[src/rtl/pipe_ctrl_pkg.sv]
// Shared types and defaults for the pipeline controller: FSM state encoding,
// default stall timeout and interrupt vector. Optional IRQ support: PIPE_CTRL_IRQ_EN.
package pipe_ctrl_pkg;

  typedef enum logic [1:0] {
    ST_RUN      = 2'd0,
    ST_REDIRECT = 2'd1,
    ST_TRAP     = 2'd2,
    ST_STALL    = 2'd3
  } state_e;

  localparam int unsigned DEF_MAX_STALL_CYCLES = 255;
  localparam logic [31:0] DEF_IRQ_VECTOR       = 32'h0000_0100;

  function automatic int unsigned cnt_width(input int unsigned max_val);
    return (max_val < 2) ? 1 : $clog2(max_val + 1);
  endfunction

endpackage

[src/rtl/pipe_ctrl_stall_cnt.sv]
// Saturating consecutive-stall counter with a sticky timeout flag.
// Expects MAX_STALL_CYCLES >= 1.
module pipe_ctrl_stall_cnt
  import pipe_ctrl_pkg::*;
#(
  parameter int unsigned MAX_STALL_CYCLES = DEF_MAX_STALL_CYCLES
) (
  input  logic clk,
  input  logic rst,
  input  logic busy_i,
  output logic stall_err_o
);

  localparam int unsigned CW = cnt_width(MAX_STALL_CYCLES);
  localparam logic [CW-1:0] MAX_V = CW'(MAX_STALL_CYCLES);

  logic [CW-1:0] cnt_q, cnt_d;
  logic          err_q, err_d;

  always_comb begin
    cnt_d = '0;
    if (busy_i) begin
      cnt_d = (cnt_q == MAX_V) ? cnt_q : cnt_q + 1'b1;
    end
    // Error latches on the same edge that records the MAX-th stalled cycle.
    err_d = err_q | (busy_i && (cnt_d == MAX_V));
  end

  always_ff @(posedge clk) begin
    if (rst) begin
      cnt_q <= '0;
      err_q <= 1'b0;
    end else begin
      cnt_q <= cnt_d;
      err_q <= err_d;
    end
  end

  assign stall_err_o = err_q;

endmodule

[src/rtl/pipe_ctrl.sv]
// Pipeline hazard/redirect controller: holds, flushes and PC redirects.
// Optional interrupt entry (irq/ack/epc ports, TRAP state) under PIPE_CTRL_IRQ_EN.
module pipe_ctrl
  import pipe_ctrl_pkg::*;
#(
  parameter int unsigned MAX_STALL_CYCLES = DEF_MAX_STALL_CYCLES,
  parameter logic [31:0] IRQ_VECTOR       = DEF_IRQ_VECTOR
) (
  input  logic        clk,
  input  logic        rst,
  input  logic        ctrl_jump_req_i,
  input  logic [31:0] ctrl_jump_addr_i,
  input  logic        ctrl_ld_use_stall_i,
  input  logic        ctrl_ex_busy_i,
  input  logic        ctrl_mem_busy_i,
  input  logic [31:0] ctrl_ex_pc_i,
  output logic        ctrl_pc_jump_en_o,
  output logic [31:0] ctrl_pc_jump_addr_o,
  output logic        ctrl_pc_hold_o,
  output logic        ctrl_if_id_hold_o,
  output logic        ctrl_id_ex_hold_o,
  output logic        ctrl_ex_mem_hold_o,
  output logic        ctrl_if_id_flush_o,
  output logic        ctrl_id_ex_flush_o,
  output logic        ctrl_ex_mem_flush_o,
  output logic        ctrl_mem_wb_flush_o,
  output logic        ctrl_stall_err_o,
`ifdef PIPE_CTRL_IRQ_EN
  input  logic        ctrl_irq_i,
  output logic        ctrl_irq_ack_o,
  output logic [31:0] ctrl_epc_o,
`endif
  output logic [1:0]  ctrl_state_o
);

  state_e state_q, state_d;
  logic   busy_any;

`ifdef PIPE_CTRL_IRQ_EN
  logic [31:0] epc_q, epc_d;
  logic        irq_take;
`else
  logic        unused_irq_inputs;
  assign unused_irq_inputs = ^{ctrl_ex_pc_i, IRQ_VECTOR};
`endif

  assign busy_any = ctrl_ex_busy_i | ctrl_mem_busy_i;

  always_comb begin
    state_d             = state_q;
    ctrl_pc_jump_en_o   = 1'b0;
    ctrl_pc_jump_addr_o = 32'h0;
    ctrl_pc_hold_o      = 1'b0;
    ctrl_if_id_hold_o   = 1'b0;
    ctrl_id_ex_hold_o   = 1'b0;
    ctrl_ex_mem_hold_o  = 1'b0;
    ctrl_if_id_flush_o  = 1'b0;
    ctrl_id_ex_flush_o  = 1'b0;
    ctrl_ex_mem_flush_o = 1'b0;
    ctrl_mem_wb_flush_o = 1'b0;
`ifdef PIPE_CTRL_IRQ_EN
    epc_d          = epc_q;
    ctrl_irq_ack_o = 1'b0;
    irq_take       = ctrl_irq_i && !busy_any &&
                     ((state_q == ST_RUN) || (state_q == ST_STALL));
`endif

    if (state_q == ST_TRAP) begin
      ctrl_if_id_flush_o = 1'b1;
`ifdef PIPE_CTRL_IRQ_EN
      ctrl_irq_ack_o     = 1'b1;
`endif
      state_d            = ST_RUN;
    end else begin
      // REDIRECT squashes the fetch already issued down the old path.
      if (state_q == ST_REDIRECT) ctrl_if_id_flush_o = 1'b1;
      state_d = ST_RUN;
`ifdef PIPE_CTRL_IRQ_EN
      if (irq_take) begin
        ctrl_pc_jump_en_o   = 1'b1;
        ctrl_pc_jump_addr_o = IRQ_VECTOR;
        ctrl_if_id_flush_o  = 1'b1;
        ctrl_id_ex_flush_o  = 1'b1;
        ctrl_ex_mem_flush_o = 1'b1;
        epc_d               = ctrl_ex_pc_i;
        state_d             = ST_TRAP;
      end else
`endif
      if (ctrl_mem_busy_i) begin
        ctrl_pc_hold_o      = 1'b1;
        ctrl_if_id_hold_o   = 1'b1;
        ctrl_id_ex_hold_o   = 1'b1;
        ctrl_ex_mem_hold_o  = 1'b1;
        ctrl_mem_wb_flush_o = 1'b1;
        state_d             = ST_STALL;
      end else if (ctrl_ex_busy_i) begin
        ctrl_pc_hold_o      = 1'b1;
        ctrl_if_id_hold_o   = 1'b1;
        ctrl_id_ex_hold_o   = 1'b1;
        ctrl_ex_mem_flush_o = 1'b1;
        state_d             = ST_STALL;
      end else if (ctrl_jump_req_i) begin
        ctrl_pc_jump_en_o   = 1'b1;
        ctrl_pc_jump_addr_o = ctrl_jump_addr_i;
        ctrl_if_id_flush_o  = 1'b1;
        ctrl_id_ex_flush_o  = 1'b1;
        state_d             = ST_REDIRECT;
      end else if (ctrl_ld_use_stall_i) begin
        ctrl_pc_hold_o      = 1'b1;
        ctrl_if_id_hold_o   = 1'b1;
        ctrl_id_ex_flush_o  = 1'b1;
      end
    end

    if (ctrl_if_id_flush_o) ctrl_if_id_hold_o = 1'b0;
  end

  always_ff @(posedge clk) begin
    if (rst) begin
      state_q <= ST_RUN;
`ifdef PIPE_CTRL_IRQ_EN
      epc_q   <= 32'h0;
`endif
    end else begin
      state_q <= state_d;
`ifdef PIPE_CTRL_IRQ_EN
      epc_q   <= epc_d;
`endif
    end
  end

`ifdef PIPE_CTRL_IRQ_EN
  assign ctrl_epc_o = epc_q;
`endif
  assign ctrl_state_o = state_q;

  pipe_ctrl_stall_cnt #(
    .MAX_STALL_CYCLES(MAX_STALL_CYCLES)
  ) u_stall_cnt (
    .clk        (clk),
    .rst        (rst),
    .busy_i     (busy_any),
    .stall_err_o(ctrl_stall_err_o)
  );

endmodule

[config.mk]
export PLATFORM = sky130hd
export DESIGN_NAME = pipe_ctrl
export DESIGN_NICKNAME = d
export VERILOG_FILES = /design/src/rtl/pipe_ctrl_pkg.sv /design/src/rtl/pipe_ctrl_stall_cnt.sv /design/src/rtl/pipe_ctrl.sv
export SDC_FILE = /design/constraint.sdc
export NUM_CORES = 1
export LEC_CHECK = 0
export CAP_MARGIN = 20
export CORE_ASPECT_RATIO = 0.5
export CORE_MARGIN = 3
export CORE_UTILIZATION = 29
export CTS_BUF_LIST = sky130_fd_sc_hd__clkbuf_16
export DETAILED_ROUTE_END_ITERATION = 10
export PLACE_DENSITY = 0.91
export REMOVE_ABC_BUFFERS = 1
export SYNTH_ARGS = -nofsm -noshare
export SYNTH_HDL_FRONTEND = slang
export SYNTH_HIERARCHICAL = 1
export SYNTH_SLANG_ARGS = --single-unit
[constraint.sdc]
create_clock -name clk -period 1.9 [get_ports clk]
set_clock_uncertainty 0.15 [all_clocks]
set_input_delay 0.38 -clock clk [delete_from_list [all_inputs] [get_ports clk]]
set_output_delay 0.38 -clock clk [all_outputs]
set_load 0.005 [all_outputs]
# After elaboration in Yosys (flattened, before gate mapping)
# Index checks and enable logic that the tools add are counted.
[word_totals]
regBits = 11
input_bits = 70
out_inout_bits = 44
wordCells = 47
[classes]
addsub = 1
eq_ne = 4
muxes = 35
n_bitwise = 2
reduce_logical = 2
[ops]
columns = ["op", "n"]
rows = [
  ["$mux W32", 4],
  ["$mux W1", 27],
  ["$eq A8 B8 Y1 const B", 2],
  ["$mux W8", 2],
  ["$add A8 B1 Y8 const B", 1],
  ["$mux W2", 2],
  ["$eq A2 B1 Y1 const B", 1],
  ["$eq A2 B2 Y1 const B", 1],
  ["$or A1 B1 Y1", 2],
  ["$reduce_or A2 Y1", 1],
  ["$logic_and A1 B1 Y1", 1],
]

# Depth between registers and ports, before layout
[logic_depth]
word_depth = 7
ltp_mapped = 7

# Cells and area by module
# The synthesis kept the hierarchy.
[modules_own_cells]
columns = ["mod", "n_inst", "cells_per_inst", "area_each_um2"]
rows = [
  ["pipe_ctrl", 1, 95, 650.6],
  ["pipe_ctrl_stall_cnt", 1, 56, 481.7],
]

# Worst setup path after synthesis
# Ideal clock, no wire load.
[synth_timing]
kind = "register to register"
start = "register u_stall_cnt.cnt_q[0]"
end = "register u_stall_cnt.err_q (netlist: u_stall_cnt/stall_err_o)"
setup_ns = 0.096
arrival_ns = 1.463
t_required_ns = 1.654
path_slack_ns = 0.191
stages_incl_launch_ff = 6
n_path_buf = 0
period_less_slack_ns = 1.709
cell_sequence = "dfxtp_1 -> ha_1 -> nand4_2 -> nor2_4 -> o211ai_2 -> o41ai_2"
[synth_via]
elab_chain_len = 6
word_cells_on_any_way = 7
cone_classes = "1 x add/sub; 2 x eq/ne; 2 x mux; 1 x bitwise; 1 x reduce/logical"
[synth_rtl]
columns = ["element", "line", "rtl"]
rows = [
  ["from (decl)", "pipe_ctrl_stall_cnt.sv:17", "logic [CW-1:0] cnt_q, cnt_d;"],
  ["from (signal assigned)", "pipe_ctrl_stall_cnt.sv:34", "cnt_q <= cnt_d;"],
  ["$add A8 B1 Y8 or $eq A8 B8 Y1 (tied branches)", "pipe_ctrl_stall_cnt.sv:23", "cnt_d = (cnt_q == MAX_V) ? cnt_q : cnt_q + 1'b1;"],
  ["$mux W8 *", "pipe_ctrl_stall_cnt.sv:23", ""],
  ["$mux W8 *", "pipe_ctrl_stall_cnt.sv:22", "if (busy_i) begin"],
  ["$eq A8 B8 Y1 *", "pipe_ctrl_stall_cnt.sv:26", "err_d = err_q | (busy_i && (cnt_d == MAX_V));"],
  ["$logic_and A1 B1 Y1 *", "pipe_ctrl_stall_cnt.sv:26", ""],
  ["$or A1 B1 Y1 *", "pipe_ctrl_stall_cnt.sv:26", ""],
  ["to (signal assigned)", "pipe_ctrl_stall_cnt.sv:35", "err_q <= err_d;"],
  ["to (decl)", "pipe_ctrl_stall_cnt.sv:18", "logic err_q, err_d;"],
]
# Mark *: on every way between the ends. The rest lies on a longest branch, timed or not.
# A chain may end at the register's enable or synchronous reset.

# Worst setup path after layout
[layout_timing]
start = "input port ctrl_jump_req_i"
end = "output port ctrl_pc_jump_addr_o[30]"
[layout_via]
elab_chain_len = 4
[layout_rtl]
columns = ["element", "line", "rtl"]
rows = [
  ["from (decl)", "pipe_ctrl.sv:11", "input logic ctrl_jump_req_i,"],
  ["$mux W32", "pipe_ctrl.sv:102", "end else if (ctrl_jump_req_i) begin"],
  ["$mux W32", "pipe_ctrl.sv:96", "end else if (ctrl_ex_busy_i) begin"],
  ["$mux W32", "pipe_ctrl.sv:89", "if (ctrl_mem_busy_i) begin"],
  ["$mux W32", "pipe_ctrl.sv:68", "if (state_q == ST_TRAP) begin"],
  ["to (decl)", "pipe_ctrl.sv:18", "output logic [31:0] ctrl_pc_jump_addr_o,"],
]
# Every way passes these cells.

==> out/qor.txt <==
Total power - 0.9801 mW
Leak - 0.9571 nW
Routed Antenna Nets - 0
Startpoint type of the worst setup path - input port
Clock slew at the register clock pins of the worst setup and hold paths - 40 ps
Clk root buf - clkbuf_16
Synth Area in Compound Gates - 9.834%
Post-synthesis cell count - 151
Fin crit period - 1864 ps
Die Wd - 94.37 um
Fraction of layout cells with a size suffix above 1 - 45.08%
Synth Area in Adders - 1.105%
CTS tree - done
Status - finished, final reports clean
Pwr per Cell Area - 454.4 nW/um2
Crit path required time - 1370 ps
Number of DRC violations after detailed-routing iteration 0 - 72
Setup CP Type - input port to output port
Max Clk Rate - 536.6 MHz
Vias - 1442
Fin Hold WS - 308.9 ps
Diode count - 0
Largest net degree at the start of global routing - 31
Relative slew margins - 83.02%
Post-route setup slack - 36.48 ps
Cell row count - 15
Final Cycle Share - 98.08%
Aggregate global-route resource usage - 20.11%
Flops & latches, synth - 11
Drt wl/cell - 16.12 um
Worst slack, placed - -625.4 ps
DR pass1 iterations - 4
Area Growth Syn to Fin - 90.50%
CTS Sinks - 11
Synth unique cells - 34
Largest family of logic cells by synthesized area - simple AND/OR/NAND/NOR gates
Setup Viol. Count Final - 0
Hold buffers post-CTS - 0
CP Capture Type - output port
Slew @ Worst Pin - 247.6 ps
Worst-case reg-to-reg path depth - 6
Core Area - 3585 um2
Final RePlAce weighted congestion - 0.8619
Final WL - 4.756 mm
Die Ht - 50.19 um
Final Hold Vio Count - 0
Mux cell area share after synthesis - 1.768%
Reg2Reg Setup Slack - 150 ps
XOR/XNOR Fraction of Synth Area - 2.320%
CTS Buf Count - 3
First-pass GRT wire length - 7.417 mm
Total Neg Setup Slack - 0 ps
Die area - 4736 um2
Initial antenna violation count - 0
RSZ-0062 raised after global routing - false
Final-layout fill cell count - 299
Yosys warnings - 6
Grt ovf - 0
Clk_lat worst skew - 240 ps
H-Tree Depth - 1
Top-level port count - 114
Max-cap violations - 0
DRC Markers - 0
Max-slew violations - 0
RR Startpoint - u_stall_cnt/cnt_q[1]$_SDFF_PP0_
Critical path fanouts, max - 17
R2R Path End - u_stall_cnt/stall_err_o$_SDFF_PP0_
Final nets - 316
Share of the yosys chip area belonging to registers - 19.45%
CP Data Arrival Time - 1330 ps
Post-Syn Area - 1132 um2
Worst Setup EP - ctrl_pc_jump_addr_o[30]
Maximum vdd drop - 535.3 uV
Synth Area in Simple Gates - 56.13%
Vias in the first global route - 1421
Initial Utilization - 31.59%
Clock buffer depth - 2
Mean cell area of the mapped netlist - 7.499 um2
DP HPWL - 3.423 mm
Crit path launch - ctrl_jump_req_i
Worst min-delay path class - flop to flop
I/O Buffers - 81
Routed vias/inst - 4.888
## power breakdown
group          switching [mW]  internal (mW)  total [mW]
Clock                  0.0971          0.276       0.373
Sequential            0.00820          0.240       0.248
Combinational           0.164          0.195       0.359
## layout make-up
| type | count | area [um2] | share of cell area, % |
|---|---|---|---|
| Tap cell | 51 | 63.81 | 2.958 |
| Multi-Input combinational cell | 122 | 899.6 | 41.71 |
| Clock inverter | 1 | 3.754 | 0.1740 |
| Inverter | 5 | 21.27 | 0.9861 |
| Clock buffer | 3 | 75.07 | 3.480 |
| Sequential cell | 11 | 221.5 | 10.27 |
| Timing Repair Buffer | 102 | 872.1 | 40.43 |
## how the worst min path moves through the flow
stage,start,endpoint,cells past startpoint
after floorplan,rst,u_stall_cnt/cnt_q[5]$_SDFF_PP0_,1
after global placement,u_stall_cnt/stall_err_o$_SDFF_PP0_,u_stall_cnt/stall_err_o$_SDFF_PP0_,2
after detailed placement,u_stall_cnt/stall_err_o$_SDFF_PP0_,u_stall_cnt/stall_err_o$_SDFF_PP0_,2
after CTS,u_stall_cnt/stall_err_o$_SDFF_PP0_,u_stall_cnt/stall_err_o$_SDFF_PP0_,2
after global routing,u_stall_cnt/stall_err_o$_SDFF_PP0_,u_stall_cnt/stall_err_o$_SDFF_PP0_,2
final,u_stall_cnt/stall_err_o$_SDFF_PP0_,u_stall_cnt/stall_err_o$_SDFF_PP0_,2
## sequential cells by signal (all words and copies together), names as in the netlist
signal and count:
u_stall_cnt/stall_err_o 1, ctrl_state_o 2, u_stall_cnt/cnt_q 8
## cell usage in the layout (no fill, tap or decap), types with 3 or more instances in the layout
cell type	synthesis	routed
nor3_1	10	6
buf_4	2	13
nand2b_1	4	4
clkdlybuf4s50_1	0	37
nor3_4	0	6
nand2_1	34	34
dfxtp_1	11	10
buf_2	7	36
buf_6	3	3
nor3_2	28	26
nor2_1	11	11
nand3_1	4	4
clkbuf_16	0	3
buf_12	0	3
dlygate4sd2_1	0	5
inv_1	4	5
## Yosys cell counts
library cell  count  area, um2
nor2_4            2      22.52
dfxtp_1          11      220.2
mux2i_1           2      20.02
o31ai_1           1      7.510
buf_4             2      15.01
a21o_1            2      15.01
o2111ai_1         1      8.760
nand4_1           1      6.260
buf_2             7      35.03
nor3b_1           1      7.510
o211ai_2          1      12.51
nand4_2           1      12.51
and3_2            1      7.510
nor2b_1           2      12.51
nor3b_2           1      12.51
nand2b_1          4      25.02
o21ai_1           1      5.000
ha_1              1      12.51
o21ai_0           3      15.01
clkbuf_1          1      3.750
xor2_1            3      26.28
nor2_1           11      41.29
nor3_1           10      50.05
nor3_2           28      280.3
inv_1             4      15.01
a31oi_1           2      12.51
nand2_1          34      127.6
and4_2            1      10.01
a311oi_1          1      8.760
nand3_1           4      20.02
inv_2             1      3.750
a21oi_1           2      10.01
buf_6             3      33.78
o41ai_2           1      16.27
## logic make-up after synthesis
family          Yosys count
mux                       2
fa+ha+maj                 1
flops                    11
xor+xnor                  3
compound gates           15
simple gates            101
buf+inv                  18
## per-stage QoR
stage / util (%) / instances / instance area, um2
3_3_place_gp: 58.57 / 288 / 2100
5_1_grt: 60.17 / 295 / 2157
3_5_place_dp: 58.57 / 288 / 2100
2_1_floorplan: - / 138 / 1045
6_report: 60.17 / 295 / 2157
4_1_cts: 59.23 / 294 / 2123
## critical path: stages
cell and delay, ps:
clkdlybuf4s15_2 260, bufbuf_16 310, nand2_1 90, nor3_2 150
buf_2 140
## per-layer routing
metal / global-route usage [%] / up-vias / part of all wire [%]
li1: - / 704 / -
met3: 2.246 / 6 / 2.9
met2: 38.50 / 33 / 57
met4: 4.796 / 0 / 1.3
met5: 0 / - / 0
met1: 24.05 / 699 / 39
## repair_timing
action,CTS,global route
pin swaps,2,1
gates resized for setup,166,13
gates cloned,2,0
setup endpoints to repair,42,11
setup buffers,0,1
Power figures use the tool's default switching activity.
==> edit 1 (same settings) <==
Put a register stage on the output `ctrl_stall_err_o`. The value now appears one clock later. The other outputs are not delayed to match.
--- a/src/rtl/pipe_ctrl.sv
+++ b/src/rtl/pipe_ctrl.sv
@@ -32,6 +32,8 @@
 `endif
   output logic [1:0]  ctrl_state_o
 );
+
+  logic ctrl_stall_err_d;
 
   state_e state_q, state_d;
   logic   busy_any;
@@ -140,8 +142,12 @@
     .clk        (clk),
     .rst        (rst),
     .busy_i     (busy_any),
-    .stall_err_o(ctrl_stall_err_o)
+    .stall_err_o(ctrl_stall_err_d)
   );
+
+  always_ff @(posedge clk) begin
+    ctrl_stall_err_o <= ctrl_stall_err_d;
+  end
 
 endmodule
 
Formal check against the unedited RTL: no difference found for any inputs over 10 cycles, from zero or initial values and one cycle with rst high; that may be too few to reach the edited logic, so the function may still have changed.
==> edit 1 against the unedited design <==
- worst setup slack better by 12 ps
- critical path type is now flop to output pin
- final area down 1.7%
- via count down 1.7%
- non-clock buffer count down 1
- highest routed layer unchanged
- clock power up 3%
- area after synthesis up 1.8%
- wire length down 5.3%
- first-iteration DRC count up 110%
- sequential cell count up 1
- power up 1.7%
- register-to-register slack worse by 60 ps
- critical endpoint is now ctrl_pc_hold_o
- global-route usage down 1.3 points
- final cell count unchanged
==> edit 1: results (changes against the unedited design) <==
Outcome
  – Status: completed

Yosys
  – Asr flop ratio synth: 0 (unchanged)
  – Synth cell count leaders: nand2_1 (34), nor3_2 (28), dfxtp_1 (12)
  – Synth Area per Inst: 7.58 sq um (+1.1%)
  – Seq/Total Area, Yosys: 0.208 (+0.0140)
  – Top FF cell, synth: dfxtp_1
  – Top cells by area, synth: nor3_2 (24%), dfxtp_1 (21%), nand2_1 (11%)

Finish
  – Layout cell share with drive strength beyond 1: 0.434 (-0.0164)
  – Max reg flops: 8 (unchanged)

Detailed routing
  – DR iter-0 viols: 148 (+110%)
  – Drt pass-1 iters: 4 (unchanged)
  – Vias per Instance: 4.81 (-1.7%)
  – Final wirelength: 4500 um (-5.3%)

Critical path
  – Critical Path Source: ctrl_state_o[1]
  – CP max stage cell: dfxtp_1
  – CP Max Fanout: 11 (-6)
  – CP peak stage delay: 330 ps (+20 ps)

Clock tree
  – CTS Buf Count: 3 (unchanged)
  – Worst-case clock buffer depth: 2 (unchanged)
  – Root Driver: clkbuf_16

Pwr
  – Worst VDD drop: 0.000463 V (-13%)
  – LEAKAGE: 0.000931 uW (-2.7%)
  – Power Density: 470 nW/um^2 (+3.4%)

Placed design
  – Placed Cells: 291 (+1.0%)
  – Routability Congestion: 0.868 (+0.68%)
  – DP Wirelength: 3490 um (+2.0%)
  – Dpl ws: -653 ps (-27.3 ps)

GRT
  – Global-route wire length before repair: 7160 um (-3.5%)
  – Vias in the first global route: 1455 (+2.4%)
  – Total track usage: 0.188 (-0.0127)
  – Largest net degree at the start of global routing: 25 (-19%)

STA
  – Relative slew slack: 0.791 (-0.0392)
[edit 1: logic make-up after synthesis]
family / after synthesis / share of synthesized area
mux: 2 / 0.0174
flops: 12 / 0.208
buf+inv: 18 / 0.0923
fa+ha+maj: 1 / 0.0109
simple gates: 101 / 0.552
compound gates: 15 / 0.0966
xor+xnor: 3 / 0.0228
[edit 1: final cells by class]
type	instances	area, sq um
timing repair buffer	101	838
clock inverter	1	3.75
sequential	12	241
tap	51	63.8
clock buffer	3	75.1
multi-input combinational	122	877
inverter	5	21.3
fill	295	1500
[edit 1: layer usage]
layer | routed length (um) | global-route usage
met1 | 1710 | 0.212
met2 | 2570 | 0.364
met3 | 136 | 0.0359
met4 | 85 | 0.0431
met5 | 0 | 0
[edit 1: worst paths after layout]
path,end,slack [ps],depth (start not counted)
worst max-delay path,ctrl_pc_hold_o,50,4
worst min-delay path,ctrl_stall_err_o,200,0
worst max register to register,u_stall_cnt/stall_err_o,90,5
worst min register to register,ctrl_stall_err_o,200,0
[edit 1: where the power goes]
| part | switching [uW] | internal [uW] | total [uW] |
|---|---|---|---|
| combinational | 159 | 183 | 342 |
| sequential | 7.54 | 261 | 268 |
| clock | 109 | 277 | 386 |
| total | 276 | 721 | 996 |
[edit 1: stage by stage]
| step | cell area, sq um | setup TNS, ps | total power (uW) |
|---|---|---|---|
| floorplan | 1060 | -51460 | 380 |
| global placement | 2130 | -21230 | 613 |
| detailed placement | 2130 | -23010 | 623 |
| CTS | 2110 | 0 | 997 |
| global route | 2120 | -5.73 | 1050 |
| finish | 2120 | 0 | 996 |
[edit 1: what timing repair did]
item / 4_1_cts / 5_1_grt
buffers inserted: 1 / 0
pin swaps: 5 / 3
setup endpoints to repair: 42 / 32
resized for setup: 166 / 5
[edit 1: worst register-to-register path: cells and delay by family, from the launching register on]
kind                       cells  cell delay (ps)
and+or+nand+nor                2              440
DFF                            1              390
adders and majority gates      1              270
AOI/OAI and AO/OA              2              470
==> edit 2 (same settings) <==
Without the edit above. Add a define of `PIPE_CTRL_IRQ_EN`.
--- a/src/rtl/pipe_ctrl.sv
+++ b/src/rtl/pipe_ctrl.sv
@@ -1,5 +1,7 @@
 // Pipeline hazard/redirect controller: holds, flushes and PC redirects.
 // Optional interrupt entry (irq/ack/epc ports, TRAP state) under PIPE_CTRL_IRQ_EN.
+`define PIPE_CTRL_IRQ_EN
+
 module pipe_ctrl
   import pipe_ctrl_pkg::*;
 #(
Interface: changed (added ctrl_epc_o, ctrl_irq_ack_o and ctrl_irq_i); port bits go from 114 to 148. No check against the original RTL was run, so the function may have changed too.
==> edit 2 against the unedited design <==
- the run now ends with setup timing left
- worst setup slack got worse by 350 ps
- clock power grew 110%
- non-clock buffer count is 72 higher
- count of clock-buffer cells in the layout rose by 2
- sequential cell count rose by 32
- area after synthesis rose by 110%
- wire length up 72%
- final area grew 96%
- via count rose by 70%
- power is 140% higher
- critical endpoint is now ctrl_pc_jump_addr_o[22]
==> edit 2: results (changes against the unedited design) <==
Detailed routing
  – Post-Route M1 WL: 3260 um (+76%)
  – Vias per Instance: 4.59 (-6.1%)
  – Routed len/inst: 15.4 um (-4.7%)
  – Met2 wire len: 4460 um (+65%)
  – Final wirelength: 8190 um (+72%)
  – Met3 wire length: 362 um (+160%)

STA
  – Final worst setup slack: -316 ps (-353 ps)
  – # setup viols final: 37 (+37)

Pwr
  – Sequential power: 949 uW (+280%)
  – Clock power frac: 0.346 (-0.034)
  – Sw frac: 0.240 (-0.0348)
  – Worst VDD drop: 0.000427 V (-20%)
  – Tot Pwr: 2310 uW (+140%)

Finish
  – Layout cell share with drive strength beyond 1: 0.264 (-0.187)
  – Multi-input combinational area share: 0.346 (-0.0706)
  – Inverters: 6 (+1)
  – Clock buf/inv share: 0.0317 (-0.00480)
  – Data buffer area share: 0.379 (-0.0252)
  – Signal buffers: 174 (+71%)
  – Seq area share: 0.205 (+0.102)
  – Nets: 499 (+58%)
  – Multi-input gates: 195 (+60%)
  – Clkbuf count: 5 (+2)
  – Max reg flops: 32 (+24)

GRT
  – Largest net degree at the start of global routing: 33 (+6.5%)
  – Total track usage: 0.164 (-0.0373)
  – Met2 Usage GRT: 0.315 (-0.0705)
  – Met1 Track Usage GR: 0.191 (-0.0497)
  – Global-route wire length before repair: 12400 um (+68%)

Critical path
  – Worst Reg-to-Reg Cells: 8 (+2)
  – CP Max Fanout: 8 (-9)
  – Worst Path Arrival: 1690 ps (+360 ps)

Clock tree
  – Htree depth: 2 (+1)

Outcome
  – Failing checks: setup timing
  – Status: finished with violations

Placed design
  – Routability Congestion: 0.831 (-3.6%)
  – Placed Cells: 520 (+81%)
  – DP Wirelength: 5610 um (+64%)
[edit 2: changes by cell type in the layout (fill, tap and decap cells not counted), sizes merged, moves of 4 or more]
cell | before | now
nand2 | 34 | 8
buf | 55 | 62
clkbuf | 5 | 12
and2 | 0 | 31
nor3 | 38 | 9
dfxtp | 11 | 43
clkdlybuf4s50 | 37 | 101
a21oi | 2 | 6
mux2i | 2 | 33
nand2b | 4 | 65
[edit 2: cells by family after synthesis]
family / share of synthesized area
AO/OA/AOI/OAI: 0.0650
XOR/XNOR: 0.00376
adder cells (fa/ha/maj): 0.0161
buffers and inverters: 0.0543
flip-flops: 0.370
multiplexers: 0.142
AND/OR/NAND/NOR: 0.349
[edit 2: metrics by stage]
| stage | area [sq um] | setup TNS, ps |
|---|---|---|
| after floorplan | 2220 | -26550 |
| after global placement | 4000 | -37360 |
| after detailed placement | 4000 | -39790 |
| after CTS | 4230 | -12000 |
| after global routing | 4220 | -10450 |
| final | 4220 | -8410 |
[edit 2: worst paths after layout]
path | startpoint | endpoint | slack (ps)
worst max-delay path | ctrl_state_o[0] | ctrl_pc_jump_addr_o[22] | -320
worst min-delay path | ctrl_epc_o[13] | ctrl_epc_o[13] | 320
worst max register to register | ctrl_state_o[0] | ctrl_epc_o[21] | 30
worst min register to register | ctrl_epc_o[13] | ctrl_epc_o[13] | 320
[edit 2: worst max-delay path, stage by stage, from the launching register on]
cell     delay [ps]
dfxtp_2         340
inv_2            50
ha_4            280
nand2_4          50
and3_4          210
buf_12          140
buf_6           110
and2_4          130
buf_6           110
[edit 2: what timing repair did]
| item | in CTS | in global routing |
|---|---|---|
| pin swaps | 10 | 16 |
| resized for setup | 170 | 57 |
| hold buffers | 0 | 0 |
| buffers inserted | 6 | 3 |
| gates cloned | 2 | 1 |
| setup endpoints to repair | 75 | 57 |
